### config.mk
export PLATFORM = sky130hd
export DESIGN_NAME = sad_stream_engine
export DESIGN_NICKNAME = d
export VERILOG_FILES = /design/src/rtl/sad_stream_engine.sv
export SDC_FILE = /design/constraint.sdc
export NUM_CORES = 1
export LEC_CHECK = 0
export BUFFER_PORTS_ARGS = -buffer_cell sky130_fd_sc_hd__buf_2
export CORE_MARGIN = 2
export CORE_UTILIZATION = 55
export CTS_CLUSTER_DIAMETER = 60
export DETAILED_ROUTE_END_ITERATION = 7
export GPL_TIMING_DRIVEN = 0
export PLACE_DENSITY_LB_ADDON = 0.05
export SLEW_MARGIN = 20
export SYNTH_ARGS = -nofsm -noshare
export SYNTH_HDL_FRONTEND = slang
export SYNTH_SLANG_ARGS = --single-unit
export TNS_END_PERCENT = 10
### constraint.sdc
create_clock -name Clk -period 3.8 [get_ports Clk]
set_input_delay 0.19 -clock Clk [delete_from_list [all_inputs] [get_ports Clk]]
set_output_delay 0.19 -clock Clk [all_outputs]
set_load 0.03 [all_outputs]
### src/rtl/sad_stream_engine.sv
// Streaming sum-of-absolute-differences engine: one SAD per BLK-element block, NBLK blocks per frame.
// Optional SAD_MINTRACK_EN adds Min_SAD/Min_Idx tracking of the smallest block SAD.
module sad_stream_engine #(
  parameter int DW      = 8,
  parameter int AW      = 15,
  parameter int BLK     = 256,
  parameter int NBLK    = 128,
  parameter int CW      = 7,
  parameter int SW      = 32,
  parameter int MEM_LAT = 2
) (
  input  logic          Clk,
  input  logic          Rst_n,
  input  logic          Go,
  input  logic          Abort,
  output logic [AW-1:0] A_Addr,
  output logic [AW-1:0] B_Addr,
  input  logic [DW-1:0] A_Data,
  input  logic [DW-1:0] B_Data,
  output logic          I_En,
  output logic          I_RW,
  output logic [CW-1:0] C_Addr,
  output logic          O_En,
  output logic          O_RW,
  output logic [SW-1:0] SAD_Out,
  output logic          Busy,
  output logic          Done
`ifdef SAD_MINTRACK_EN
  ,
  output logic [SW-1:0] Min_SAD,
  output logic [CW-1:0] Min_Idx
`endif
);

  localparam int JW = (BLK > 1) ? $clog2(BLK) : 1;
  localparam logic [JW-1:0] J_LAST = JW'(BLK - 1);
  localparam logic [1:0]    L_LAST = 2'(MEM_LAT - 1);
  localparam logic [CW-1:0] B_LAST = CW'(NBLK - 1);

  typedef enum logic [2:0] {
    S_IDLE  = 3'd0,
    S_ISSUE = 3'd1,
    S_DRAIN = 3'd2,
    S_WRITE = 3'd3,
    S_FIN   = 3'd4
  } state_t;

  state_t              state_r, state_nx_s;
  logic [JW-1:0]       j_r, j_nx_s;
  logic [AW-1:0]       base_r, base_nx_s;
  logic [CW-1:0]       blk_r, blk_nx_s;
  logic [1:0]          lat_r, lat_nx_s;
  logic [SW-1:0]       sum_r, sum_nx_s;
  logic [MEM_LAT-1:0]  vpipe_r;
  logic [DW-1:0]       diff_s;
  logic                abort_s;
  logic                issue_nx_s;
  logic                write_nx_s;

  // Absolute difference of the returning operand pair, tap of the valid pipe
  always_comb begin
    diff_s  = (A_Data >= B_Data) ? (A_Data - B_Data) : (B_Data - A_Data);
    abort_s = Abort && (state_r != S_IDLE);
  end

  // Next-state, counter and accumulator logic
  always_comb begin
    state_nx_s = state_r;
    j_nx_s     = j_r;
    base_nx_s  = base_r;
    blk_nx_s   = blk_r;
    lat_nx_s   = lat_r;
    sum_nx_s   = sum_r;
    if (abort_s) begin
      state_nx_s = S_IDLE;
      j_nx_s     = '0;
      lat_nx_s   = '0;
      sum_nx_s   = '0;
    end else begin
      if (vpipe_r[MEM_LAT-1]) begin
        sum_nx_s = sum_r + SW'(diff_s);
      end else begin
        sum_nx_s = sum_r;
      end
      case (state_r)
        S_IDLE: begin
          if (Go) begin
            state_nx_s = S_ISSUE;
            j_nx_s     = '0;
            base_nx_s  = '0;
            blk_nx_s   = '0;
            sum_nx_s   = '0;
          end else begin
            state_nx_s = S_IDLE;
          end
        end
        S_ISSUE: begin
          if (j_r == J_LAST) begin
            state_nx_s = S_DRAIN;
            j_nx_s     = '0;
            lat_nx_s   = '0;
          end else begin
            j_nx_s = j_r + 1'b1;
          end
        end
        S_DRAIN: begin
          if (lat_r == L_LAST) begin
            state_nx_s = S_WRITE;
          end else begin
            lat_nx_s = lat_r + 2'd1;
          end
        end
        S_WRITE: begin
          sum_nx_s  = '0;
          base_nx_s = base_r + AW'(BLK);
          blk_nx_s  = blk_r + 1'b1;
          if (blk_r == B_LAST) begin
            state_nx_s = S_FIN;
          end else begin
            state_nx_s = S_ISSUE;
          end
        end
        S_FIN: begin
          state_nx_s = S_IDLE;
        end
        default: begin
          state_nx_s = S_IDLE;
        end
      endcase
    end
    issue_nx_s = (state_nx_s == S_ISSUE);
    write_nx_s = (state_nx_s == S_WRITE);
  end

  // State, counters and outputs; outputs are loaded from next-state values so they align with the state
  always_ff @(posedge Clk or negedge Rst_n) begin
    if (!Rst_n) begin
      state_r <= S_IDLE;
      j_r     <= '0;
      base_r  <= '0;
      blk_r   <= '0;
      lat_r   <= '0;
      sum_r   <= '0;
      vpipe_r <= '0;
      A_Addr  <= '0;
      B_Addr  <= '0;
      I_En    <= 1'b0;
      I_RW    <= 1'b0;
      C_Addr  <= '0;
      O_En    <= 1'b0;
      O_RW    <= 1'b0;
      SAD_Out <= '0;
      Busy    <= 1'b0;
      Done    <= 1'b0;
    end else begin
      state_r <= state_nx_s;
      j_r     <= j_nx_s;
      base_r  <= base_nx_s;
      blk_r   <= blk_nx_s;
      lat_r   <= lat_nx_s;
      sum_r   <= sum_nx_s;
      if (abort_s) begin
        vpipe_r <= '0;
      end else begin
        vpipe_r[0] <= I_En;
        for (int i = 1; i < MEM_LAT; i++) begin
          vpipe_r[i] <= vpipe_r[i-1];
        end
      end
      A_Addr  <= issue_nx_s ? (base_nx_s + AW'(j_nx_s)) : '0;
      B_Addr  <= issue_nx_s ? (base_nx_s + AW'(j_nx_s)) : '0;
      I_En    <= issue_nx_s;
      I_RW    <= 1'b0;
      C_Addr  <= write_nx_s ? blk_nx_s : '0;
      O_En    <= write_nx_s;
      O_RW    <= write_nx_s;
      SAD_Out <= write_nx_s ? sum_nx_s : '0;
      Busy    <= (state_nx_s != S_IDLE);
      Done    <= (state_nx_s == S_FIN);
    end
  end

`ifdef SAD_MINTRACK_EN
  // Smallest block SAD of the frame; ties keep the earlier block
  always_ff @(posedge Clk or negedge Rst_n) begin
    if (!Rst_n) begin
      Min_SAD <= '0;
      Min_Idx <= '0;
    end else if ((state_r == S_IDLE) && Go) begin
      Min_SAD <= '0;
      Min_Idx <= '0;
    end else if ((state_r == S_WRITE) && ((blk_r == '0) || (sum_r < Min_SAD))) begin
      Min_SAD <= sum_r;
      Min_Idx <= blk_r;
    end else begin
      Min_SAD <= Min_SAD;
      Min_Idx <= Min_Idx;
    end
  end
`endif

endmodule
# Yosys cells after proc, flatten, opt, wreduce, memory -nomap -nowiden
# Cells that the tools add are included.
# word_totals
ff_bits	127
input_bits	20
output_inout_bits	75
word_cells	69
# op_classes
n_mux	29
n_reduce_logical	6
addsub	8
eq_ne	11
magnitude_cmp	1
# op_table
op	n
$mux W32	4
$pmux W32 S2	1
$mux W15	3
$add A32 B8 Y32	1
$mux W8	4
$pmux W15 S2	1
$mux W7	3
$pmux W8 S2	1
$sub A8 B8 Y8	2
$add A15 B8 Y15	1
$add A15 B9 Y15 const B	1
$pmux W7 S2	1
$mux W3	4
$pmux W3 S4	1
$eq A3 B2 Y1 const B	3
$reduce_bool A3 Y1	3
$add A8 B1 Y8 const B	1
$eq A8 B8 Y1 const B	1
$ge A8 B8 Y1	1
$mux W2	4
$add A7 B1 Y7 const B	1
$eq A7 B7 Y1 const B	1
$eq A3 B1 Y1 const B	2
$ne A3 B3 Y1 const B	2
8 further kinds	8

# Logic depth before layout (Yosys ltp)
# depth
ltp_word	8
mapped_depth	19
mapped_depth_nobuf	17

# Least setup slack after synthesis
# OpenSTA, ideal clock, no wires.
# synth_timing
path_kind	input to register
start	input port A_Data[0]
end	register SAD_Out[17]
path_stages	18
path_slack_ns	-0.072
required_time_ns	3.677
setup_time_ns	0.123
path_buffers	2
t_arrival_ns	3.748
cell_sequence	inv_1 -> ha_1 -> inv_1 -> fa_1 -> a21o_1 -> a2111oi_2 -> o21a_1 -> buf_4 -> mux2i_1 -> xor2_1 -> ha_1 -> a21o_1 -> a221oi_1 -> a311o_1 -> buf_2 -> nor3_1 -> xnor2_1 -> nor2_1
# synth_via
elab_chain_cells	8
elab_cells_between_ends	10
cone_classes	add/sub (3); order compare (1); mux (6)
# synth_lines
element	line_no	rtl
start: declaration	18	input logic [DW-1:0] A_Data,
$sub A8 B8 Y8 or $ge A8 B8 Y1 (tied branches)	62	diff_s = (A_Data >= B_Data) ? (A_Data - B_Data) : (B_Data - A_Data);
$mux W8 *	62	
$add A32 B8 Y32 *	81	sum_nx_s = sum_r + SW'(diff_s);
$mux W32 *	80	if (vpipe_r[MEM_LAT-1]) begin
$mux W32	87	if (Go) begin
$pmux W32 S2 *	85	case (state_r)
$mux W32 *	74	if (abort_s) begin
$mux W32 *	177	SAD_Out <= write_nx_s ? sum_nx_s : '0;
end signal: assignment	177	
end: declaration	25	output logic [SW-1:0] SAD_Out,
# Every way passes the cells marked *; elsewhere a longest branch is shown, timed or not.
# A chain may end at the register's enable or synchronous reset.

# Worst setup path in the final report
# layout_timing
start	input port A_Data[0]
end	register SAD_Out[31]
# Same word-level chain as after synthesis.

==> impl_metrics.tcl <==
set metrics [dict create \
    status "complete, no violations" \
    grt_pass1_wl_um 24400 \
    nets 866 \
    vias 5334 \
    insertion_delay_ps 420 \
    cellPowerDensity_nw_per_um2 504 \
    drv_slew 0 \
    synth-main-ff-cell "dfrtp_1" \
    synthToLayoutAreaGrowth_pct 21.0 \
    max_clock_freq_ghz 0.270 \
    finalSetupTns_ps 0 \
    drc 0 \
    async_reset_ff_frac 1.00 \
    nFillCells 924 \
    synth_area_leader_cell "dfrtp_1" \
    seqCellArea_um2 3180 \
    cts_tree "done" \
    syn-instance-count 683 \
    num_io_pins 95 \
    drt_iter0_markers 358 \
    avgSynthCellArea_um2 9.89 \
    synth_edf_count 0 \
    peakVddDrop_uv 329 \
    finalHoldViolCount 0 \
    critPathRequiredTime_ps 4130 \
    arrival_ps 4030 \
    cp_max_fo 8 \
    antenna_found_initial 0 \
    layout_commonest_cell "dfrtp_1" \
    die_w_um 115 \
    grtUsageTotal 0.235 \
    highest_layer "met4" \
    grt_max_degree 75 \
    drt-met1-wl_um 6290 \
    met3_length_um 600 \
    rsz0062_at_grt "yes" \
    yosysTopAreaCellShare 0.470 \
    firstDrtPassIters 4 \
    antenna_cells 0 \
    core_area_um2 12000 \
    path_clk_slew_ps 50 \
    worst_pin_slew_ps 650 \
    ys_top_cells_by_area "dfrtp_1 47%, ha_1 6.9%, nor2_1 5.3%" \
    grt_pass1_vias 5202 \
    ys_ff_latch 127 \
    drive_gt1_frac 0.244 \
    slew_headroom 0.567 \
    fin_crit_ps 3700 \
    numCtsBuffers 17 \
    portBuffers 93 \
    dp_hpwl_um 10400 \
    die_h_um 115 \
    yosys_warnings 0 \
    crit_family "compound AO/OA/AOI/OAI gates" \
    syn_nets 744 \
    setup_viol 0 \
    worstPathCellList "buf_2, inv_1, ha_1, inv_1, fa_2, a21o_1, a2111oi_4, o21a_1, buf_6, buf_4, mux2_2, ha_1, a21o_1, a221oi_4, a311o_1, nor3_1, or3b_1, a21oi_2" \
    period_share 0.974 \
    clockBufferDepth 2 \
    multiInputGateArea_um2 3290 \
    cts.sinks 127 \
    end_kind "flip-flop" \
    die_area_um2 13200 \
    max_cap_viol_count 0 \
    startpoint_type "input port" \
    rows 40 \
    gp_congestion 0.903 \
    cpPeakStageDelay_ps 440 \
    cts_max_level 4 \
    antenna_left 0 \
    wl_um 14600 \
    root_buffer "clkbuf_16" \
    synthDistinctLibCells 72 \
    layout_common_cells "127 x dfrtp_1, 102 x buf_2, 95 x nor2_1" \
    syn_area_um2 6760 \
    fin_skew_ps 7.38 \
    hold_slack_ps 110 \
    dr_wl_met2_um 7460 \
    ys_seq_area_frac 0.470 \
    viasPerCell 5.53 \
    grt_overflow 0 \
    total_leakage_power_nw 4.12 \
    wl_per_cell_um 15.2 \
    path_class "in2reg" \
    min_path_type "in2reg" \
    crit_buf_inv 5 \
    start_util 0.563 \
    critPathSlowestCell "a311o_1" \
]
[sequential cells by signal (all words and copies together), names as in the netlist]
register and count:
Done 1, B_Addr 15, vpipe_r 2, C_Addr 7, state_r 3, lat_r 2
I_En 1, O_RW 1, base_r 15, SAD_Out 32, sum_r 32, Busy 1
blk_r 7, j_r 8
[per-stage QoR]
stage	utilization	power, mW	area (um^2)	worst slack (ps)	cells
after floorplan	-	2.26	6760	6.99	683
final	0.681	4.12	8180	99.9	964
after CTS	0.671	4.07	8060	-30.1	957
after global routing	0.681	4.33	8180	-40.2	964
after global placement	0.617	2.51	7410	-849	923
after detailed placement	0.620	2.54	7450	-851	924
[cell usage after synthesis (all sizes together), types with 6 or more instances]
cell    instances
dfrtp         127
xnor2          31
ha             37
inv            38
nand3b          6
xor2            9
and2           18
or2             6
nand2          32
nor3           29
nor4            8
a21oi          36
nand2b          9
or3             9
and3           14
nor2           96
nand3          14
o21ai          31
buf            34
mux2i          13
a21o            8
[final timing paths]
path	startpoint	endpoint	slack, ps	cells after the start
max in group asynchronous	Rst_n	j_r[6]	2750	3
hold reg to reg	base_r[0]	base_r[0]	490	1
setup / recovery	A_Data[0]	SAD_Out[31]	100	18
min in group asynchronous	Rst_n	SAD_Out[20]	360	2
hold / removal	Abort	base_r[14]	110	2
setup reg to reg	j_r[0]	B_Addr[11]	220	14
[what timing repair did]
action                                  4_1_cts  5_1_grt
gates cloned                                  0        1
endpoints found under the setup margin       34       51
pin swaps                                     2        9
hold buffers                                  1        0
endpoints found under the hold margin        73        0
buffers inserted                              1        6
gates resized for setup                       6       11
[routing by layer]
layer / global-route usage / up-vias
met2: 0.385 / 154
li1: - / 2590
met1: 0.302 / 2563
met5: 0 / -
met4: 0.0996 / 0
met3: 0.0511 / 27
[kinds of logic after synthesis]
family | after synthesis | share of synthesized area
other cells | 1 | 0.000555
xor+xnor | 40 | 0.0518
simple gates | 268 | 0.211
compound gates | 115 | 0.107
flops | 127 | 0.470
buf+inv | 77 | 0.0581
mux | 14 | 0.0209
fa+ha+maj | 41 | 0.0804
[layout make-up]
cell class | count | share of cell area
Buffer | 39 | 0.0318
Clock buffer | 22 | 0.0568
Clock inverter | 9 | 0.0106
Inverter | 38 | 0.0174
Multi-Input combinational cell | 479 | 0.403
Sequential cell | 127 | 0.389
Tap cell | 147 | 0.0225
Timing Repair Buffer | 103 | 0.0696
[report_power, final]
part           internal [mW]  switching (mW)
Combinational          0.435           0.693
Clock                  0.928           0.575
Sequential              1.43          0.0584
[worst reg2reg max path, stage by stage, from the launching register on]
cell	delay (ps)
dfrtp_1	400
ha_1	230
and3_1	180
clkbuf_1	180
a21oi_2	290
a22oi_1	140
or2_2	340
inv_1	90
ha_1	250
a211oi_1	240
nor2_1	110
o31ai_1	420
a21oi_1	230
and3_1	230
nor3_1	160
No activity file was read; power rests on OpenSTA's default activity.
